### config.mk
export PLATFORM = sky130hd
export DESIGN_NAME = sequenciador_jogada_flat
export DESIGN_NICKNAME = d
export VERILOG_FILES = /design/src/rtl/sequenciador_jogada_if.sv /design/src/rtl/sequenciador_jogada.sv /design/src/flat_wrapper.sv
export SDC_FILE = /design/constraint.sdc
export NUM_CORES = 1
export LEC_CHECK = 0
export ABC_AREA = 1
export CAP_MARGIN = 20
export CELL_PAD_IN_SITES_DETAIL_PLACEMENT = 1
export CELL_PAD_IN_SITES_GLOBAL_PLACEMENT = 1
export CORE_ASPECT_RATIO = 1.25
export CORE_MARGIN = 1
export CORE_UTILIZATION = 45
export DETAILED_ROUTE_END_ITERATION = 10
export PLACE_DENSITY_LB_ADDON = 0.2
export SLEW_MARGIN = 15
export SYNTH_ARGS = -nofsm -noshare
export SYNTH_HDL_FRONTEND = slang
export SYNTH_SLANG_ARGS = --single-unit
### constraint.sdc
create_clock -name clock -period 4.5 [get_ports clock]
set_input_delay 1.125 -clock clock [delete_from_list [all_inputs] [get_ports clock]]
set_output_delay 1.125 -clock clock [all_outputs]
set_load 0.05 [all_outputs]
### src/rtl/sequenciador_jogada_if.sv
// Board RAM bus between the move sequencer (master) and the 81-cell board memory (slave).
interface sequenciador_jogada_if;
  logic [6:0] mem_addr;
  logic       mem_we;
  logic [1:0] mem_wdata;
  logic [1:0] mem_rdata;

  modport master (output mem_addr, output mem_we, output mem_wdata, input mem_rdata);
  modport slave  (input mem_addr, input mem_we, input mem_wdata, output mem_rdata);
endinterface

### src/rtl/sequenciador_jogada.sv
// Sequences one move on the 9x9 board RAM: check target cell, write symbol, reload micro board, evaluate.
// Optional move counter on db_jogadas enabled by defining CONTA_JOGADAS_EN.
module sequenciador_jogada #(
  parameter logic [1:0] SIMB_X = 2'b01,
  parameter logic [1:0] SIMB_O = 2'b10
) (
  input  logic                         clock,
  input  logic                         reset,
  input  logic                         iniciar_jogada,
  input  logic [3:0]                   macro_pos,
  input  logic [3:0]                   micro_pos,
  input  logic                         jogador,
  sequenciador_jogada_if.master        mem,
  output logic                         ocupado,
  output logic                         pronto,
  output logic                         jogada_invalida,
  output logic                         venceu_micro,
  output logic                         micro_cheio,
  output logic [3:0]                   db_estado,
  output logic [6:0]                   db_jogadas
);

  localparam int unsigned ULTIMA_CELULA = 8;
  localparam int unsigned FIM_CARGA     = 9;

  typedef enum logic [3:0] {
    OCIOSO    = 4'h0,
    LE_CELULA = 4'h1,
    VERIFICA  = 4'h2,
    ESCREVE   = 4'h3,
    CARREGA   = 4'h4,
    AVALIA    = 4'h5,
    FIM       = 4'hF
  } estado_t;

  estado_t          estado;
  logic [3:0]       macro_q;
  logic [3:0]       micro_q;
  logic             jogador_q;
  logic [3:0]       k;
  logic [8:0][1:0]  celula_q;
  logic [1:0]       simbolo;
  logic             vitoria_c;
  logic             cheio_c;

  function automatic logic [6:0] endereco(input logic [3:0] m, input logic [3:0] c);
    return 7'(m) * 7'd9 + 7'(c);
  endfunction

  function automatic logic tres(input logic [1:0] a, input logic [1:0] b,
                                input logic [1:0] c, input logic [1:0] s);
    return (a == s) && (b == s) && (c == s);
  endfunction

  assign simbolo   = jogador_q ? SIMB_O : SIMB_X;
  assign db_estado = estado;

  // Line and fullness evaluation over the reloaded micro board
  always_comb begin
    vitoria_c = tres(celula_q[0], celula_q[1], celula_q[2], simbolo) ||
                tres(celula_q[3], celula_q[4], celula_q[5], simbolo) ||
                tres(celula_q[6], celula_q[7], celula_q[8], simbolo) ||
                tres(celula_q[0], celula_q[3], celula_q[6], simbolo) ||
                tres(celula_q[1], celula_q[4], celula_q[7], simbolo) ||
                tres(celula_q[2], celula_q[5], celula_q[8], simbolo) ||
                tres(celula_q[0], celula_q[4], celula_q[8], simbolo) ||
                tres(celula_q[2], celula_q[4], celula_q[6], simbolo);
    cheio_c   = (celula_q[0] != 2'b00) && (celula_q[1] != 2'b00) && (celula_q[2] != 2'b00) &&
                (celula_q[3] != 2'b00) && (celula_q[4] != 2'b00) && (celula_q[5] != 2'b00) &&
                (celula_q[6] != 2'b00) && (celula_q[7] != 2'b00) && (celula_q[8] != 2'b00);
  end

  // Outputs are set on the transition into the state in which they must be visible
  always_ff @(posedge clock or negedge reset) begin
    if (!reset) begin
      estado          <= OCIOSO;
      macro_q         <= '0;
      micro_q         <= '0;
      jogador_q       <= 1'b0;
      k               <= '0;
      celula_q        <= '0;
      mem.mem_addr    <= '0;
      mem.mem_we      <= 1'b0;
      mem.mem_wdata   <= '0;
      ocupado         <= 1'b0;
      pronto          <= 1'b0;
      jogada_invalida <= 1'b0;
      venceu_micro    <= 1'b0;
      micro_cheio     <= 1'b0;
    end else begin
      mem.mem_addr  <= '0;
      mem.mem_we    <= 1'b0;
      mem.mem_wdata <= '0;
      pronto        <= 1'b0;
      ocupado       <= 1'b1;
      case (estado)
        OCIOSO: begin
          ocupado <= 1'b0;
          if (iniciar_jogada) begin
            macro_q      <= macro_pos;
            micro_q      <= micro_pos;
            jogador_q    <= jogador;
            venceu_micro <= 1'b0;
            micro_cheio  <= 1'b0;
            ocupado      <= 1'b1;
            if (macro_pos > 4'(ULTIMA_CELULA) || micro_pos > 4'(ULTIMA_CELULA)) begin
              jogada_invalida <= 1'b1;
              pronto          <= 1'b1;
              estado          <= FIM;
            end else begin
              jogada_invalida <= 1'b0;
              mem.mem_addr    <= endereco(macro_pos, micro_pos);
              estado          <= LE_CELULA;
            end
          end
        end
        LE_CELULA: estado <= VERIFICA;
        VERIFICA: begin
          if (mem.mem_rdata != 2'b00) begin
            jogada_invalida <= 1'b1;
            pronto          <= 1'b1;
            estado          <= FIM;
          end else begin
            mem.mem_we    <= 1'b1;
            mem.mem_addr  <= endereco(macro_q, micro_q);
            mem.mem_wdata <= simbolo;
            estado        <= ESCREVE;
          end
        end
        ESCREVE: begin
          k            <= '0;
          mem.mem_addr <= endereco(macro_q, 4'd0);
          estado       <= CARREGA;
        end
        CARREGA: begin
          // Read data lags the address by one cycle, so slot k holds cell k-1
          if (k != 4'd0) celula_q[k - 4'd1] <= mem.mem_rdata;
          if (k == 4'(FIM_CARGA)) begin
            estado <= AVALIA;
          end else begin
            k <= k + 4'd1;
            if (k != 4'(ULTIMA_CELULA)) mem.mem_addr <= endereco(macro_q, k + 4'd1);
          end
        end
        AVALIA: begin
          venceu_micro <= vitoria_c;
          micro_cheio  <= cheio_c;
          pronto       <= 1'b1;
          estado       <= FIM;
        end
        FIM: begin
          ocupado <= 1'b0;
          estado  <= OCIOSO;
        end
        default: begin
          ocupado <= 1'b0;
          estado  <= OCIOSO;
        end
      endcase
    end
  end

`ifdef CONTA_JOGADAS_EN
  localparam int unsigned TOTAL_CELULAS = 81;
  logic [6:0] jogadas_q;

  // Counts accepted writes, saturating at a full board
  always_ff @(posedge clock or negedge reset) begin
    if (!reset) begin
      jogadas_q <= '0;
    end else if (estado == ESCREVE && jogadas_q < 7'(TOTAL_CELULAS)) begin
      jogadas_q <= jogadas_q + 7'd1;
    end
  end
  assign db_jogadas = jogadas_q;
`else
  assign db_jogadas = '0;
`endif

endmodule

### src/flat_wrapper.sv
// flat-port wrapper written by rule: the top's interface ports become plain ports
module sequenciador_jogada_flat 
#(
  parameter logic [1:0] SIMB_X = 2'b01,
  parameter logic [1:0] SIMB_O = 2'b10
)
  (clock, reset, iniciar_jogada, macro_pos, micro_pos, jogador, ocupado, pronto, jogada_invalida, venceu_micro, micro_cheio, db_estado, db_jogadas, mem_mem_addr, mem_mem_we, mem_mem_wdata, mem_mem_rdata);
  sequenciador_jogada_if mem_i ();
  input  logic clock;
  input  logic reset;
  input  logic iniciar_jogada;
  input  logic [3:0] macro_pos;
  input  logic [3:0] micro_pos;
  input  logic jogador;
  output logic ocupado;
  output logic pronto;
  output logic jogada_invalida;
  output logic venceu_micro;
  output logic micro_cheio;
  output logic [3:0] db_estado;
  output logic [6:0] db_jogadas;
  output wire logic [$bits(mem_i.mem_addr)-1:0] mem_mem_addr;
  output wire logic [$bits(mem_i.mem_we)-1:0] mem_mem_we;
  output wire logic [$bits(mem_i.mem_wdata)-1:0] mem_mem_wdata;
  input wire logic [$bits(mem_i.mem_rdata)-1:0] mem_mem_rdata;
  assign mem_mem_addr = mem_i.mem_addr;
  assign mem_mem_we = mem_i.mem_we;
  assign mem_mem_wdata = mem_i.mem_wdata;
  assign mem_i.mem_rdata = mem_mem_rdata;
  sequenciador_jogada #(.SIMB_X(SIMB_X), .SIMB_O(SIMB_O)) u_core (.clock(clock), .reset(reset), .iniciar_jogada(iniciar_jogada), .macro_pos(macro_pos), .micro_pos(micro_pos), .jogador(jogador), .mem(mem_i), .ocupado(ocupado), .pronto(pronto), .jogada_invalida(jogada_invalida), .venceu_micro(venceu_micro), .micro_cheio(micro_cheio), .db_estado(db_estado), .db_jogadas(db_jogadas));
endmodule
# After elaboration in Yosys (flattened, before gate mapping)
# Cells that the tools add are included.
[word_totals]
register_bits = 50
inputBits = 14
out_inout_bits = 26
elab_cells = 141
[op_classes]
n_eq_ne = 20
reduce_logical = 55
order_cmp = 4
add_sub_neg = 5
mul = 2
muxes = 33
[op_table]
columns = ["cell", "n"]
rows = [
  ["$mux 7", 5],
  ["$pmux 7 s4", 1],
  ["$reduce_bool 2->1", 13],
  ["$logic_and 1x1->1", 25],
  ["$pmux 4 s6", 1],
  ["$add 7x4->7", 3],
  ["$mux 4", 5],
  ["$bwmux 18", 1],
  ["$eq 2x2->1", 9],
  ["$mul 4x4->7 const B", 2],
  ["$reduce_and 2->1", 5],
  ["$mux 1", 9],
  ["$demux 2 s4", 1],
  ["$eq 4x2->1 const B", 2],
  ["$eq 4x3->1 const B", 2],
  ["$gt 4x4->1 const B", 2],
  ["$logic_or 1x1->1", 8],
  ["$mux 2", 4],
  ["$pmux 1 s2", 4],
  ["$pmux 4 s2", 1],
  ["$lt 4x5->1 const B", 1],
  ["$reduce_or 5->1", 1],
  ["$add 4x1->4 const B", 1],
  ["$eq 4x1->1 const B", 1],
  ["other kinds (10)", 12],
]

# Longest topological paths before layout
[logic_depth]
depth_word = 12
depth_mapped = 12
mapped_depth_nobuf = 11

# Worst setup path after synthesis
# OpenSTA, ideal clock, no wires.
[synth_path]
kind = "input -> register"
startpoint = "input macro_pos[0]"
endpoint = "register u_core.mem.mem_addr[4]"
setup_ns = 0.137
t_arrival_ns = 2.667
path_slack_ns = 1.695
required_ns = 4.363
cell_stages = 8
n_path_buf = 0
cell_sequence = "ha_1 ha_1 ha_1 a21oi_1 nand2_1 or2_2 nand3_1 o2111ai_1"
[synth_between]
elab_chain_cells = 5
word_cells_on_any_way = 7
classes_between = "add/sub (1); mul (1); order compare (1); mux (3); reduce/logical (1)"
[synth_lines]
columns = ["element", "line_no", "source"]
rows = [
  ["start: declaration", "flat_wrapper.sv:12", "input logic [3:0] macro_pos;"],
  ["$mul 4x4->7 / $gt 4x4->1 (equally long branches)", "sequenciador_jogada.sv:47, sequenciador_jogada.sv:106", ""],
  ["$add 7x4->7 / $logic_or 1x1->1 (equally long branches)", "sequenciador_jogada.sv:47, sequenciador_jogada.sv:106", ""],
  ["$mux 7 *", "sequenciador_jogada.sv:106", "if (macro_pos > 4'(ULTIMA_CELULA) || micro_pos > 4'(ULTIMA_CELULA)) begin"],
  ["$mux 7 *", "sequenciador_jogada.sv:99", "if (iniciar_jogada) begin"],
  ["$pmux 7 s4 *", "sequenciador_jogada.sv:96", "case (estado)"],
  ["end signal: assignment", "sequenciador_jogada.sv:112", "mem.mem_addr <= endereco(macro_pos, micro_pos);"],
  ["end signal: assignment", "sequenciador_jogada.sv:125", "mem.mem_addr <= endereco(macro_q, micro_q);"],
  ["end signal: assignment", "sequenciador_jogada.sv:132", "mem.mem_addr <= endereco(macro_q, 4'd0);"],
  ["end: declaration", "sequenciador_jogada_if.sv:8", "modport master (output mem_addr, output mem_we, output mem_wdata, input mem_rdata);"],
]
# Mark *: on every way between the ends. The rest lies on a longest branch, timed or not.
# A chain may end at the register's enable or synchronous reset.

# Worst setup path after layout
[layout_path]
startpoint = "input macro_pos[3]"
endpoint = "register u_core.mem.mem_addr[4]"
# Same word-level chain as after synthesis.

==> results.py <==
metrics = {
    "finish": {
        "drive_gt1_share_pct": 7.76,
        "area_delta_synth_final_pct": 14.4,
        "stdcell_area_mm2": 0.00393,
        "n_fill_cell": 925,
        "final_util_pct": 53.2,
        "diodes": 0,
        "finalNonFillerCells": 556,
        "layout.nets": 510,
    },
    "timing": {
        "worst_pin_slew_ps": 611,
        "rsz0062_at_grt": "no",
        "period_share_pct": 69.1,
        "timing.fmax_mhz": 322,
        "fin_tns_setup_ps": 0,
        "hold_ws_ps": 507,
        "hold_violations": 0,
        "finalSetupViolCount": 0,
        "drv_slew": 0,
        "clock_skew_ps": 8.79,
        "period_minus_slack_ps": 3110,
        "worst_slack_ps": 1390,
        "max_slew_margin_pct": 59.3,
    },
    "routing": {
        "ant_nets": 0,
        "vias": 3010,
        "viasPerCell": 5.41,
        "drt_iter0_drc": 82,
        "drc": 0,
        "drt_wl_total_mm": 9.03,
        "routedWlPerCell_um": 16.2,
        "dr.pass1.iters": 4,
    },
    "die": {
        "start_util_pct": 46.5,
        "die_area_mm2": 0.00800,
        "row_count": 35,
        "core_mm2": 0.00740,
        "die_width_um": 80.2,
        "die_h_um": 99.7,
        "boundaryPins": 40,
    },
    "cts": {
        "ctsResizeCount": 0,
        "cts_max_path_buffers": 2,
        "cts_hold_buf": 0,
        "tritoncts": "yes",
        "numCtsBuffers": 5,
        "cts_setup_buffers": 0,
        "clock_latency_ps": 310,
        "cts_root_buffer": "clkbuf_8",
        "clkTransAtPathRegs_ps": 100,
        "h-tree-depth": 2,
        "cts.sinks": 50,
    },
    "worst_hold_path": {
        "min_path_type": "reg2reg",
        "hold_depth": 2,
        "hp-start": "u_core.micro_q[0]$_DFFE_PN0P_",
        "min_to": "u_core.micro_q[0]$_DFFE_PN0P_",
    },
    "power_and_ir_drop": {
        "power_density_mw_per_mm2": 707,
        "ir_drop_uv": 301,
        "leakage_nw": 1.94,
        "power_mw": 2.78,
    },
    "synth": {
        "avgSynthCellArea_um2": 7.98,
        "syn_inst": 431,
        "synthFlopType": "dfrtp_1",
        "yosysWarnings": 0,
        "synth.top_cell.area_share_pct": 36.4,
        "synth-edff-count": 0,
        "synth_top_cells_by_count": "nand2_1, dfrtp_1, inv_1, o21ai_0, nand3_1",
        "synthesis.area_mm2": 0.00344,
        "yosysMostFrequentCell": "nand2_1",
        "netlist.top_cell.by_area": "dfrtp_1",
        "ys_seq_area_share_pct": 36.4,
        "synthTopCellsByArea": "dfrtp_1, nand2_1, ha_1",
        "ys_seq_elements": 50,
        "synthDistinctLibCells": 38,
        "async_reset_ff_share_pct": 100,
    },
    "setup_path": {
        "ff2ff_path_depth": 10,
        "critPathRequiredTime_ps": 4690,
        "critical_path.startpoint_type": "input pin",
        "critPathArrivalTime_ps": 3300,
        "ff2ff_setup_slack_ps": 2100,
        "timing.rr.start": "u_core.k[0]$_DFFE_PN0P_",
        "path_class": "in2reg",
        "path_max_fanout": 5,
        "reg2reg_to": "u_core.mem.mem_addr[6]$_DFF_PN0_",
        "endpoint_kind": "register",
    },
    "run": {
        "drv_cap": 0,
    },
    "placed_design": {
        "gp_congestion": 0.843,
        "place_area_mm2": 0.00381,
        "dp.cells": 548,
        "io_buffers": 32,
        "place_ws_ps": 1050,
        "dp_hpwl_mm": 7.35,
    },
    "grt": {
        "grt_max_degree": 39,
        "antenna_found_initial": 0,
        "globalRouteTotalUtil_pct": 24.5,
        "grt_pass1_wl_mm": 15.0,
        "grt_pass1_vias": 3201,
        "gr-total-overflow": 0,
    },
    "outcome": {
        "status": "completed",
    },
}
-- power by group --
part           switching, mW  internal (mW)
Sequential             0.185          0.619
Clock                  0.161          0.183
Combinational           1.09          0.543
Total                   1.44           1.35
-- registers in the layout, summed over array words and instances, names as in the netlist --
name and cells:
u_core.celula_q 18, u_core.mem.mem_addr 7, u_core.db_estado 4, u_core.k 4
u_core.macro_q 4, u_core.micro_q 4, u_core.mem.mem_wdata 2, u_core.jogada_invalida 1
u_core.jogador_q 1, u_core.mem.mem_we 1, u_core.micro_cheio 1, u_core.ocupado 1
u_core.pronto 1, u_core.venceu_micro 1
-- routing by layer --
layer | share of wire (%) | vias to the layer above | GRT usage [%]
met5 | 0 | - | 0
met4 | 3.1 | 0 | 8.65
met3 | 1.8 | 21 | 2.75
met2 | 56 | 42 | 48.1
met1 | 39 | 1477 | 26.4
li1 | - | 1470 | -
-- worst max path at each step --
stage,startpoint,to,depth (start not counted)
2_1_floorplan,macro_pos[0],u_core.mem.mem_addr[4]$_DFF_PN0_,8
3_3_place_gp,macro_pos[3],u_core.mem.mem_addr[4]$_DFF_PN0_,9
3_5_place_dp,macro_pos[3],u_core.mem.mem_addr[4]$_DFF_PN0_,9
4_1_cts,macro_pos[3],u_core.mem.mem_addr[4]$_DFF_PN0_,9
5_1_grt,macro_pos[3],u_core.mem.mem_addr[4]$_DFF_PN0_,9
6_report,macro_pos[3],u_core.mem.mem_addr[4]$_DFF_PN0_,9
-- area by class of cell --
cell class              count  area [µm²]  share of cell area (%)
inverters                  53         199                    5.06
well taps                  92         115                    2.93
flip-flops and latches     50        1250                    31.8
clock buffers               6        82.6                    2.10
repair buffers             33         323                    8.21
multi-input cells         320        1920                    48.9
clock inverters             2        38.8                   0.986
-- critical path: stages --
cell	delay (ps)
clkdlybuf4s50_1	540
ha_1	260
ha_1	270
ha_1	360
a21oi_1	190
nand2_1	80
or2_2	270
nand3_1	80
o2111ai_1	100
-- kinds of logic after synthesis --
kind of cell	count (synthesis)	share of synthesized area, %
simple gates	200	27.4
other cells	1	0.109
xor+xnor	9	2.84
flops	50	36.4
buf+inv	67	8.30
compound gates	71	12.3
fa+ha+maj	33	12.7
-- placed cells by master (no fill, tap or decap), types with 6 or more instances in the layout --
cell type        count
a21oi_1             16
nor2_1              22
nand2_1            110
clkdlybuf4s50_1     31
ha_1                30
dfrtp_1             50
nand4_1             13
conb_1               7
o21ai_0             34
nor2_4               6
inv_1               50
clkbuf_8             6
nand3_1             33
(Power assumes the default switching activity.)
